<file path="config.mk">
export PLATFORM = sky130hd
export DESIGN_NAME = udp_line_scheduler
export DESIGN_NICKNAME = d
export VERILOG_FILES = /design/src/rtl/udp_line_scheduler.sv
export SDC_FILE = /design/constraint.sdc
export NUM_CORES = 1
export LEC_CHECK = 0
export CELL_PAD_IN_SITES_DETAIL_PLACEMENT = 0
export CELL_PAD_IN_SITES_GLOBAL_PLACEMENT = 1
export CORE_ASPECT_RATIO = 1.2
export CORE_MARGIN = 3
export CORE_UTILIZATION = 30
export DETAILED_ROUTE_END_ITERATION = 8
export PLACE_DENSITY = 0.7
export RECOVER_POWER = 25
export REMOVE_ABC_BUFFERS = 1
export SYNTH_ARGS = -nofsm -noshare
export SYNTH_HDL_FRONTEND = slang
export SYNTH_SLANG_ARGS = --single-unit
</file>
<file path="constraint.sdc">
create_clock -name clk -period 1.9 [get_ports clk]
set_input_delay 0.475 -clock clk [delete_from_list [all_inputs] [get_ports clk]]
set_output_delay 0.475 -clock clk [all_outputs]
set_load 0.01 [all_outputs]
</file>
<file path="src/rtl/udp_line_scheduler.sv">
// Purpose : walks rows 0..V_ACT-1 per frame, issuing one cam0 then one cam1 packet per row.
// Latency : frame_start -> trig in 2 cycles; packet period = 1 + tx_done delay + GAP_TICKS + 1.
// Backpr. : holds in WAIT_LINE while !line_ready or tx_busy; WAIT_DONE bounded by TIMEOUT.
// Ports   : clk/rst (sync, active-high); en, frame_start, line_ready, tx_busy, tx_done in;
//           trig, cam_id, row, frame_done, timeout_err, frame_overrun, sent_cnt out (all registered).
module udp_line_scheduler #(
  parameter int V_ACT     = 720,
  parameter int ROW_W     = 10,
  parameter int GAP_TICKS = 125_000,
  parameter int TIMEOUT   = 1_000_000
) (
  input  logic             clk,
  input  logic             rst,
  input  logic             en,
  input  logic             frame_start,
  input  logic             line_ready,
  input  logic             tx_busy,
  input  logic             tx_done,
  output logic             trig,
  output logic             cam_id,
  output logic [ROW_W-1:0] row,
  output logic             frame_done,
  output logic             timeout_err,
  output logic             frame_overrun,
  output logic [15:0]      sent_cnt
);

  // Gap counter spans 0..GAP_TICKS-1, timeout counter 0..TIMEOUT-1.
  localparam int GW = (GAP_TICKS > 1) ? $clog2(GAP_TICKS) : 1;
  localparam int TW = (TIMEOUT > 1) ? $clog2(TIMEOUT) : 1;

  localparam logic [GW-1:0]    GAP_LAST = GW'(GAP_TICKS - 1);
  // Timeout fires on the cycle where the incremented count reaches TIMEOUT-1,
  // so timeout_err lands exactly TIMEOUT cycles after the trig pulse.
  localparam logic [TW-1:0]    TO_FIRE  = TW'(TIMEOUT - 2);
  localparam logic [ROW_W-1:0] ROW_LAST = ROW_W'(V_ACT - 1);

  typedef enum logic [2:0] {
    S_IDLE,
    S_WAIT_LINE,
    S_ISSUE,
    S_WAIT_DONE,
    S_GAP
  } state_t;

  state_t        state;
  logic [GW-1:0] gap_cnt;
  logic [TW-1:0] to_cnt;

  always_ff @(posedge clk) begin
    if (rst) begin
      state         <= S_IDLE;
      gap_cnt       <= '0;
      to_cnt        <= '0;
      trig          <= 1'b0;
      cam_id        <= 1'b0;
      row           <= '0;
      frame_done    <= 1'b0;
      timeout_err   <= 1'b0;
      frame_overrun <= 1'b0;
      sent_cnt      <= '0;
    end else begin
      // Single-cycle pulses default low.
      trig          <= 1'b0;
      frame_done    <= 1'b0;
      timeout_err   <= 1'b0;
      frame_overrun <= frame_start && (state != S_IDLE);

      case (state)
        S_IDLE: begin
          row    <= '0;
          cam_id <= 1'b0;
          if (en && frame_start) begin
            state <= S_WAIT_LINE;
          end
        end

        S_WAIT_LINE: begin
          if (!en) begin
            state  <= S_IDLE;
            row    <= '0;
            cam_id <= 1'b0;
          end else if (line_ready && !tx_busy) begin
            // trig is registered, so it is high exactly while in ISSUE.
            state <= S_ISSUE;
            trig  <= 1'b1;
          end
        end

        S_ISSUE: begin
          to_cnt <= '0;
          state  <= S_WAIT_DONE;
        end

        S_WAIT_DONE: begin
          to_cnt <= to_cnt + 1'b1;
          // tx_done takes priority over a coincident timeout.
          if (tx_done) begin
            sent_cnt <= sent_cnt + 16'd1;
            gap_cnt  <= '0;
            state    <= S_GAP;
          end else if (to_cnt == TO_FIRE) begin
            timeout_err <= 1'b1;
            gap_cnt     <= '0;
            state       <= S_GAP;
          end
        end

        S_GAP: begin
          if (gap_cnt == GAP_LAST) begin
            // End of frame wins over an enable drop so frame_done is never lost.
            if (cam_id && (row == ROW_LAST)) begin
              frame_done <= 1'b1;
              state      <= S_IDLE;
              row        <= '0;
              cam_id     <= 1'b0;
            end else if (!en) begin
              state  <= S_IDLE;
              row    <= '0;
              cam_id <= 1'b0;
            end else begin
              state <= S_WAIT_LINE;
              if (!cam_id) begin
                cam_id <= 1'b1;
              end else begin
                cam_id <= 1'b0;
                row    <= row + 1'b1;
              end
            end
          end else begin
            gap_cnt <= gap_cnt + 1'b1;
          end
        end

        default: state <= S_IDLE;
      endcase
    end
  end

endmodule

</file>
==> results.toml <==
[outcome]
outcome = "complete, but fails checks"
failed_checks = "setup timing"

[layout]
final_nets = 531
diodes = 0
num-fill-cells = 1127
post-route-util = 0.4588
multiInputGateArea_sq_um = 2307
layout_common_cells = "buf_4 (67), dfxtp_1 (62), nor2_1 (46)"
syn2layout_area_growth_pct = 48.44
fin_cells = 680
final_common_cell = "buf_4"
register_area_sq_um = 1433
drive_gt1_frac = 0.3250

[critical_path]
path_cells = "nor4bb_4 -> buf_4 -> and4_4 -> a21boi_4 -> clkbuf_16 -> or4_4 -> a21oi_2"
end_kind = "register"
cp_data_required_time_ns = 2.16
crit_buf_inv = 2
cp.arrival_ns = 2.26
startpoint_type = "register"
crit_end = "gap_cnt[16]"
r2r-end = "gap_cnt[16]"
timing.rr.start = "to_cnt[15]"
cp_top_family = "simple AND/OR/NAND/NOR gates"
path_depth = 7
max_stage_delay_ns = 0.51
cp_slowest_cell = "or4_4"
critPathMaxFanout = 7
crit_start = "to_cnt[15]"
crit_type = "reg -> reg"
r2r_cells = 7
rrSetupSlack_ns = -0.09

[grt]
gr-total-overflow = 0
grt_pass1_wl_um = 15950
track_usage = 0.1432
grt_pass1_vias = 3385
grt_max_degree = 33
antenna_found_initial = 0

[placed_design]
io_buffers = 37
gp_congestion = 0.7941
placed_cells = 647
dpl.hpwl_um = 6105
place_ws_ns = -0.3742

[clocking]
cts_tree = "yes"
postCtsHoldBufs = 0
cts_root_buffer = "clkbuf_16"
clk_path_buf_depth = 2
clk_pin_slew_worst_paths_ns = 0.06
cts_buffers = 9
htree_levels = 3
cts.sinks = 71
insertion_delay_ns = 0.33

[routing]
drt_iter0_markers = 124
wl_per_cell_um = 14.53
vias = 3518
drt-vias-per-instance = 5.174
drc = 0
routed_wl_um = 9882
antenna_left = 0
dr.pass1.iters = 4

[power_and_ir_drop]
irDropWorstVdd_v = 0.0004880
p_sw_frac = 0.2119
p_sw_uw = 779.8
p_leak_nw = 1.848
clkPwrFrac = 0.515
p_int_mw = 2.900
power_frac_seq = 0.411
power_mw = 3.680
p_comb_frac = 0.075
pwr_density_cell_nw_per_um2 = 687.0

[sta]
max-slew-margin-rel = 0.7212
skew_ns = 0.003886
fin_crit_ns = 1.991
holdWs_ns = 0.4934
setup_viol = 22
fmax_ghz = 0.5023
setup_slack_ns = -0.09073
worst_pin_slew_ns = 0.4164
finalCritPeriodShare = 1.048
slew_violations = 0
hold_violations = 0
rsz0062_at_grt = "yes"

[floorplan]
die_x_um = 106.1
start_util = 0.3091
die_h_um = 126.1
core_sq_um = 11670
rows = 43
die_area_sq_um = 13390
io_pins = 38

[logic_synthesis]
seq_area_frac_synth = 0.3939
synth.distinct_cells = 59
synthFlopType = "dfxtp_1"
synth_area_per_cell_sq_um = 8.780
synth_edf_count = 0
synthArstFlopShare = 0
synth_seq_cells = 71
syn_area_sq_um = 3608
synth_cells = 411
ys_warn_count = 0

[min_path]
hold_path.class = "reg -> reg"
whs_path_depth = 2

[run]
drv_cap = 0
stage by stage:
stage          instance area (sq um)  TNS [ns]
4_1_cts                         5021    -1.384
6_report                        5356    -1.152
2_1_floorplan                   3427    -13.75
3_5_place_dp                    4511    -10.53
3_3_place_gp                    4511    -9.903
5_1_grt                         5356    -3.767
what timing repair did:
action | 4_1_cts | 5_1_grt
setup buffers | 4 | 8
cloned | 3 | 4
setup endpoints to repair | 28 | 39
resized for setup | 22 | 60
pin swaps | 17 | 40
power by group through the flow:
stage                     logic [mW]  registers [mW]  clock network [mW]
after detailed placement       0.225            1.54                   0
after floorplan               0.0904            1.55                   0
after CTS                      0.258            1.51                1.93
final                          0.274            1.51                1.89
after global placement         0.224            1.54                   0
after global routing           0.297            1.51                2.00
worst min path at each step:
stage / start / to / slack, ns
2_1_floorplan: gap_cnt[16] / gap_cnt[16] / 0.45
6_report: row[1] / row[1] / 0.49
5_1_grt: row[1] / row[1] / 0.52
3_5_place_dp: gap_cnt[16] / gap_cnt[16] / 0.48
4_1_cts: gap_cnt[16] / gap_cnt[16] / 0.49
3_3_place_gp: gap_cnt[15] / gap_cnt[15] / 0.47
flip-flops by register name (all words and copies together), names as in the netlist:
name and flops:
cam_id 1, frame_done 1, frame_overrun 1, gap_cnt 17
row 10, sent_cnt 16, state 3, timeout_err 1
to_cnt 20, trig 1
cell families after synthesis:
family,share of synthesized area
muxes,0.008322
and+or+nand+nor,0.3093
xor gates and xnor gates,0.07039
adders and majority gates,0.01734
buffers and inverters,0.05755
AOI/OAI and AO/OA,0.1432
DFF,0.3939
routing by layer:
metal	vias to the layer above	track usage	wire [um]
met5	-	0	0
met4	0	0.04116	139
met3	12	0.03844	379
met2	62	0.2395	4799
met1	1712	0.1807	4564
li1	1732	-	-
cell type report:
class                   count  share of cell area
multi-input cells         313              0.4307
well taps                 157             0.03667
clock inverters             4             0.01775
clock buffers              11             0.04345
inverters                   7            0.004905
repair buffers            117              0.1990
flip-flops and latches     71              0.2675
synth_stat cells, types with 7 or more instances:
| cell type | n | share of area |
|---|---|---|
| clkbuf_1 | 9 | 0.0094 |
| a21oi_1 | 33 | 0.046 |
| nor2_1 | 47 | 0.049 |
| o31ai_1 | 14 | 0.029 |
| dfxtp_1 | 71 | 0.39 |
| inv_1 | 7 | 0.0073 |
| xor2_1 | 18 | 0.044 |
| nor3_1 | 10 | 0.014 |
| and3_1 | 7 | 0.012 |
| nand3_1 | 24 | 0.033 |
| nand2_1 | 22 | 0.023 |
| o21ai_0 | 9 | 0.012 |
| xnor2_1 | 11 | 0.027 |
| or4_1 | 14 | 0.029 |
| nand4_1 | 15 | 0.026 |
tightest hold or removal path: stages (launching register included):
cell and delay [ns]:
dfxtp_1 0.33, nand2_1 0.06, a21oi_1 0.05
Note: power is estimated with default switching activity, not from simulation.
